--- src/rtl/mem_stage.sv ---
// mem_stage: single-transaction CPU-to-data-memory access stage.
//
// Accepts one load/store request at a time, range-checks the word index
// against MEM_WORDS, drives a one-cycle memory strobe and holds the
// response until the CPU accepts it.
//
// Build option: define MEM_STAGE_BYTE_EN to enable byte accesses (byte
// loads return the addressed lane zero-extended; byte stores run a
// read-modify-write). Without it, reqByte is ignored and every access is
// a word access.
//
// Ports
//   clk, rst_n          clock, asynchronous active-low reset
//   reqValid/reqReady   request handshake
//   reqWrite, reqByte   1 = store / 1 = byte access
//   reqAddr, reqData    word index (byte address for byte access), store data
//   rspValid/rspReady   response handshake
//   rspData, rspError   load data (0 for stores/errors), out-of-range flag
//   memRead, memWrite   one-cycle memory strobes
//   location, value     memory word index and write data
//   memOut              combinational memory read data
//
// state   | meaning
// IDLE    | ready for a request
// ACCESS  | word access / byte load strobe cycle
// RMW_RD  | byte store: read the containing word
// RMW_WR  | byte store: write the merged word back
// RESP    | response held until rspReady
module mem_stage #(
    parameter int MEM_WORDS = 256
) (
    input  logic        clk,
    input  logic        rst_n,
    input  logic        reqValid,
    output logic        reqReady,
    input  logic        reqWrite,
    input  logic        reqByte,
    input  logic [31:0] reqAddr,
    input  logic [31:0] reqData,
    output logic        rspValid,
    input  logic        rspReady,
    output logic [31:0] rspData,
    output logic        rspError,
    output logic        memRead,
    output logic        memWrite,
    output logic [31:0] location,
    output logic [31:0] value,
    input  logic [31:0] memOut
);

`ifdef MEM_STAGE_BYTE_EN
    typedef enum logic [2:0] {IDLE, ACCESS, RMW_RD, RMW_WR, RESP} state_t;
`else
    typedef enum logic [2:0] {IDLE, ACCESS, RESP} state_t;
`endif

    state_t      state_q, state_d;
    logic        wr_q, byte_q;
    logic [31:0] addr_q, data_q;
    logic [31:0] rsp_data_q, location_q, value_q;
    logic        rsp_error_q;

    logic        eff_byte;
    logic [31:0] req_index;
    logic        out_of_range;
    logic [31:0] load_word;

`ifdef MEM_STAGE_BYTE_EN
    logic [7:0] lane_byte;

    function automatic logic [31:0] merge_lane(input logic [31:0] w,
                                               input logic [1:0]  lane,
                                               input logic [7:0]  b);
        logic [31:0] r;
        r = w;
        case (lane)
            2'd0: r[7:0]   = b;
            2'd1: r[15:8]  = b;
            2'd2: r[23:16] = b;
            default: r[31:24] = b;
        endcase
        return r;
    endfunction

    assign eff_byte = reqByte;

    always_comb begin
        lane_byte = memOut[7:0];
        case (addr_q[1:0])
            2'd1: lane_byte = memOut[15:8];
            2'd2: lane_byte = memOut[23:16];
            2'd3: lane_byte = memOut[31:24];
            default: lane_byte = memOut[7:0];
        endcase
    end

    assign load_word = byte_q ? {24'h0, lane_byte} : memOut;
`else
    assign eff_byte  = 1'b0;
    assign load_word = memOut;
`endif

    // Fields only partly consumed depending on the build option.
    logic unused_req;
    assign unused_req = ^{reqByte, byte_q, addr_q};

    assign req_index    = eff_byte ? {2'b00, reqAddr[31:2]} : reqAddr;
    assign out_of_range = (req_index >= 32'(MEM_WORDS));

    always_ff @(posedge clk or negedge rst_n) begin
        if (!rst_n) state_q <= IDLE;
        else        state_q <= state_d;
    end

    always_comb begin
        state_d  = state_q;
        reqReady = 1'b0;
        rspValid = 1'b0;
        memRead  = 1'b0;
        memWrite = 1'b0;
        case (state_q)
            IDLE: begin
                reqReady = 1'b1;
                if (reqValid) begin
                    if (out_of_range) state_d = RESP;
`ifdef MEM_STAGE_BYTE_EN
                    else if (reqByte && reqWrite) state_d = RMW_RD;
`endif
                    else state_d = ACCESS;
                end
            end
            ACCESS: begin
                memRead  = !wr_q;
                memWrite = wr_q;
                state_d  = RESP;
            end
`ifdef MEM_STAGE_BYTE_EN
            RMW_RD: begin
                memRead = 1'b1;
                state_d = RMW_WR;
            end
            RMW_WR: begin
                memWrite = 1'b1;
                state_d  = RESP;
            end
`endif
            RESP: begin
                rspValid = 1'b1;
                if (rspReady) state_d = IDLE;
            end
            default: state_d = IDLE;
        endcase
    end

    // location/value are loaded ahead of the strobe so they are stable for
    // the whole strobe cycle, and otherwise hold their last driven value.
    always_ff @(posedge clk or negedge rst_n) begin
        if (!rst_n) begin
            wr_q        <= 1'b0;
            byte_q      <= 1'b0;
            addr_q      <= '0;
            data_q      <= '0;
            rsp_data_q  <= '0;
            rsp_error_q <= 1'b0;
            location_q  <= '0;
            value_q     <= '0;
        end else begin
            case (state_q)
                IDLE: begin
                    if (reqValid) begin
                        wr_q        <= reqWrite;
                        byte_q      <= eff_byte;
                        addr_q      <= reqAddr;
                        data_q      <= reqData;
                        rsp_data_q  <= '0;
                        rsp_error_q <= out_of_range;
                        if (!out_of_range) begin
                            location_q <= req_index;
                            if (reqWrite && !eff_byte) value_q <= reqData;
                        end
                    end
                end
                ACCESS: begin
                    if (!wr_q) rsp_data_q <= load_word;
                end
`ifdef MEM_STAGE_BYTE_EN
                RMW_RD: begin
                    value_q <= merge_lane(memOut, addr_q[1:0], data_q[7:0]);
                end
`endif
                RESP: begin
                    if (rspReady) rsp_error_q <= 1'b0;
                end
                default: ;
            endcase
        end
    end

    assign rspData  = rsp_data_q;
    assign rspError = rsp_error_q;
    assign location = location_q;
    assign value    = value_q;

endmodule

--- config.mk ---
export PLATFORM = sky130hd
export DESIGN_NAME = mem_stage
export DESIGN_NICKNAME = d
export VERILOG_FILES = /design/src/rtl/mem_stage.sv
export SDC_FILE = /design/constraint.sdc
export NUM_CORES = 1
export LEC_CHECK = 0
export BUFFER_PORTS_ARGS = -buffer_cell sky130_fd_sc_hd__buf_2
export CORE_ASPECT_RATIO = 0.8
export CORE_MARGIN = 3
export CORE_UTILIZATION = 44
export DETAILED_ROUTE_END_ITERATION = 6
export PLACE_DENSITY = 0.92
export SYNTH_ARGS = -nofsm -noshare
export SYNTH_HDL_FRONTEND = slang
export SYNTH_SLANG_ARGS = --single-unit
--- constraint.sdc ---
create_clock -name clk -period 1.9 [get_ports clk]
set_input_delay 0 -clock clk [delete_from_list [all_inputs] [get_ports clk]]
set_output_delay 0 -clock clk [all_outputs]
set_load 0.01 [all_outputs]
==> impl_results.md <==
* Status: finished clean
* Top-count cell post-synth: dfrtp_1
* Area taken by multi-input logic gates at 1059 um2
* CTS tree: done
* Die Footprint at 9379 um2
* Final hold vios at 0
* Inserted Clock Buffers at 9
* GPL Wtd Cong at 0.8159
* Compound-Gate Fraction of Synth Area at 0.08483
* Reg clk slew, reported paths at 0.10 ns
* Hold Crit Class: input pin to flip-flop
* Fill cell count at 477
* Worst slew pin tran at 0.5552 ns
* Post-Syn Area at 3628 um2
* Min Clock Period, post-route at 1.749 ns
* Drt drc at 0
* Initial antenna violation count at 0
* H-tree Lvls at 3
* Drt pass-1 iters at 4
* Rel. slew slack at 0.6299
* FF+latch count, synth at 100
* Critical path class: flip-flop to flip-flop
* Post-layout nets at 622
* Post-CTS Setup Bufs at 0
* Top cells by area, synth: dfrtp_1, mux2_2, a22o_1, nor2b_1, mux2_1
* IO buf count at 201
* Synth Area in Adders at 0
* Largest net degree at the start of global routing at 58
* Layout cells sized above 1 at 0.4990
* Lkg Pwr at 0.003319 uW
* Synth-to-Final Area Change at 58.97%
* Critical-path cell list: nor2_1 > nand3_1 > nor3_4 > buf_12 > mux2_2
* Syn Nets at 336
* Die Y at 87.23 um
* DR iter-0 viols at 107
* WP data arrival at 1.98 ns
* Site Rows at 28
* Cts repair resizes at 0
* Synth warnings at 0
* CP startpoint kind: flip-flop
* IO Pins at 203
* CTS Buffer Depth at 2
* Global Route Usage Sum at 0.2458
* Core Util, Final at 0.7484
* Post-synthesis simple-gate area fraction at 0.08000
* Post-DR wirelength/cell at 17.96 um
* Max-cap violations at 0
* First-pass GRT wire length at 17,600 um
* Commonest cells post-synth: dfrtp_1, mux2_2, a22o_1, nor2b_1, mux2_1
* Sequential area share after synthesis at 0.6897
* # setup viols final at 0
* Final Cell Area at 5768 um2
* Sequential Area at 2502 um2
* Gr ovfl total at 0
* Clk_skew at 0.01162 ns
* Dpl cell area at 4801 um2
* Yosys top cell by area: dfrtp_1
* Critical path peak fanout at 32
* Netlist cell types at 19
* Asr flop ratio synth at 1.000
* Average size of a mapped cell at 15.51 um2
* P per Cell Area at 683.3 nW/um2
* Post-DRT Antenna Nets at 0
* Post-synth EDFFs at 0
* Area share of the largest cell type after synthesis at 0.6897
* Number of global-route vias before repair at 3,320
* Main synth FF type: dfrtp_1
* Mapped Cells at 234
* Average via count per standard cell at 4.854
* Die X at 107.5 um
* Slowest cell delay on critical path at 0.43 ns
* Required time worst endpoint at 2.13 ns
* VDD IR max at 446.8 uV
* Initial core utilization at 0.4708
* Clk Latency, worst-skew pair at 0.35 ns
* Sum of negative setup slack at 0 ns
* Mux cell area share after synthesis at 0.1241
* Core Region at 7707 um2
* Fmax at 0.5718 GHz
* Largest family of logic cells by synthesized area: multiplexers
* Via count at 3,053
* Slowest-stage cell, CP: dfrtp_1
* Critical path capture point type: flip-flop
* Final HPWL DP at 6749 um
* Hold slack at 0.01812 ns
* Fin crit share at 0.9204
* RSZ-0062 raised after global routing: no
* Final Max Tran Viols at 0
* Area share of xor/xnor cells in the synthesized design at 0
* CTS Root Cell: clkbuf_8
* Total wire length at 11,300 um
* Clock sink count at 100
==> per-stage QoR <==
step	instances	setup WS, ns	power, uW
global route	628	0.05840	4109
global placement	538	0.1896	2422
detailed placement	538	0.1019	2434
CTS	628	0.1263	3959
finish	629	0.1512	3942
floorplan	234	0.05218	2242
==> state kept, by name, indices dropped and copies added, names as in the netlist <==
signal,flops
location,32
rspData,32
rspError,1
state_q,2
value,32
wr_q,1
==> final timing paths <==
kind                                   start      endpoint  slack [ns]  cells past startpoint
worst min register to register  location[20]  location[20]        0.50                      1
worst min-delay path                reqValid          wr_q        0.02                      3
worst max register to register    state_q[0]     value[13]        0.15                      5
max in group asynchronous              rst_n      rspError        0.99                      3
worst max-delay path              state_q[0]     value[13]        0.15                      5
min in group asynchronous              rst_n  location[21]        0.22                      2
==> critical path, delay by kind of cell, from the launching register on <==
kind,cells,cell delay (ns)
DFF,1,0.43
buffers and inverters,1,0.23
and+or+nand+nor,3,0.59
muxes,1,0.37
==> logic make-up (layout without fill, tap and decap cells) <==
kind of cell / count (synthesis) / in the layout
DFF: 100 / 100
and+or+nand+nor: 45 / 45
muxes: 40 / 40
AOI/OAI and AO/OA: 37 / 37
buffers and inverters: 12 / 301
other: 0 / 1
==> cell type report <==
class	count	share of cell area
Antenna cell	1	0.0004338
Clock buffer	10	0.02213
Clock inverter	4	0.01323
Multi-Input combinational cell	122	0.1835
Sequential cell	100	0.4338
Tap cell	105	0.02278
Timing Repair Buffer	287	0.3241
==> routing by layer <==
layer  share of wire  wire [um]  up-vias  global-route usage
met5               0          0        -                   0
met4           0.016        186        0             0.07683
met3           0.093       1051       16             0.08006
met2            0.50       5635      156              0.4255
met1            0.39       4424     1481              0.2939
li1                -          -     1400                   -
==> power by group <==
group	switching [uW]	internal (uW)
Combinational	160	215
Clock	686	731
Sequential	11.6	2140
Total	857	3080
==> repair_timing <==
item / in CTS / in global routing
hold buffers: 76 / 0
endpoints found under the hold margin: 118 / 0
endpoints found under the setup margin: 0 / 1
==> cells in the final DEF, fill, tap and decap left out, types with 2 or more instances in the layout <==
| master | count |
|---|---|
| bufinv_16 | 2 |
| buf_12 | 2 |
| nor3_4 | 2 |
| buf_4 | 9 |
| a22o_1 | 32 |
| o21ai_0 | 2 |
| nand3_1 | 2 |
| mux2_2 | 33 |
| nand2_1 | 5 |
| buf_2 | 200 |
| nor4_1 | 6 |
| dlygate4sd3_1 | 76 |
| nor2b_1 | 25 |
| mux2_1 | 7 |
| dfrtp_1 | 100 |
| clkbuf_8 | 9 |
| nor2_1 | 2 |
(Power assumes the default switching activity.)
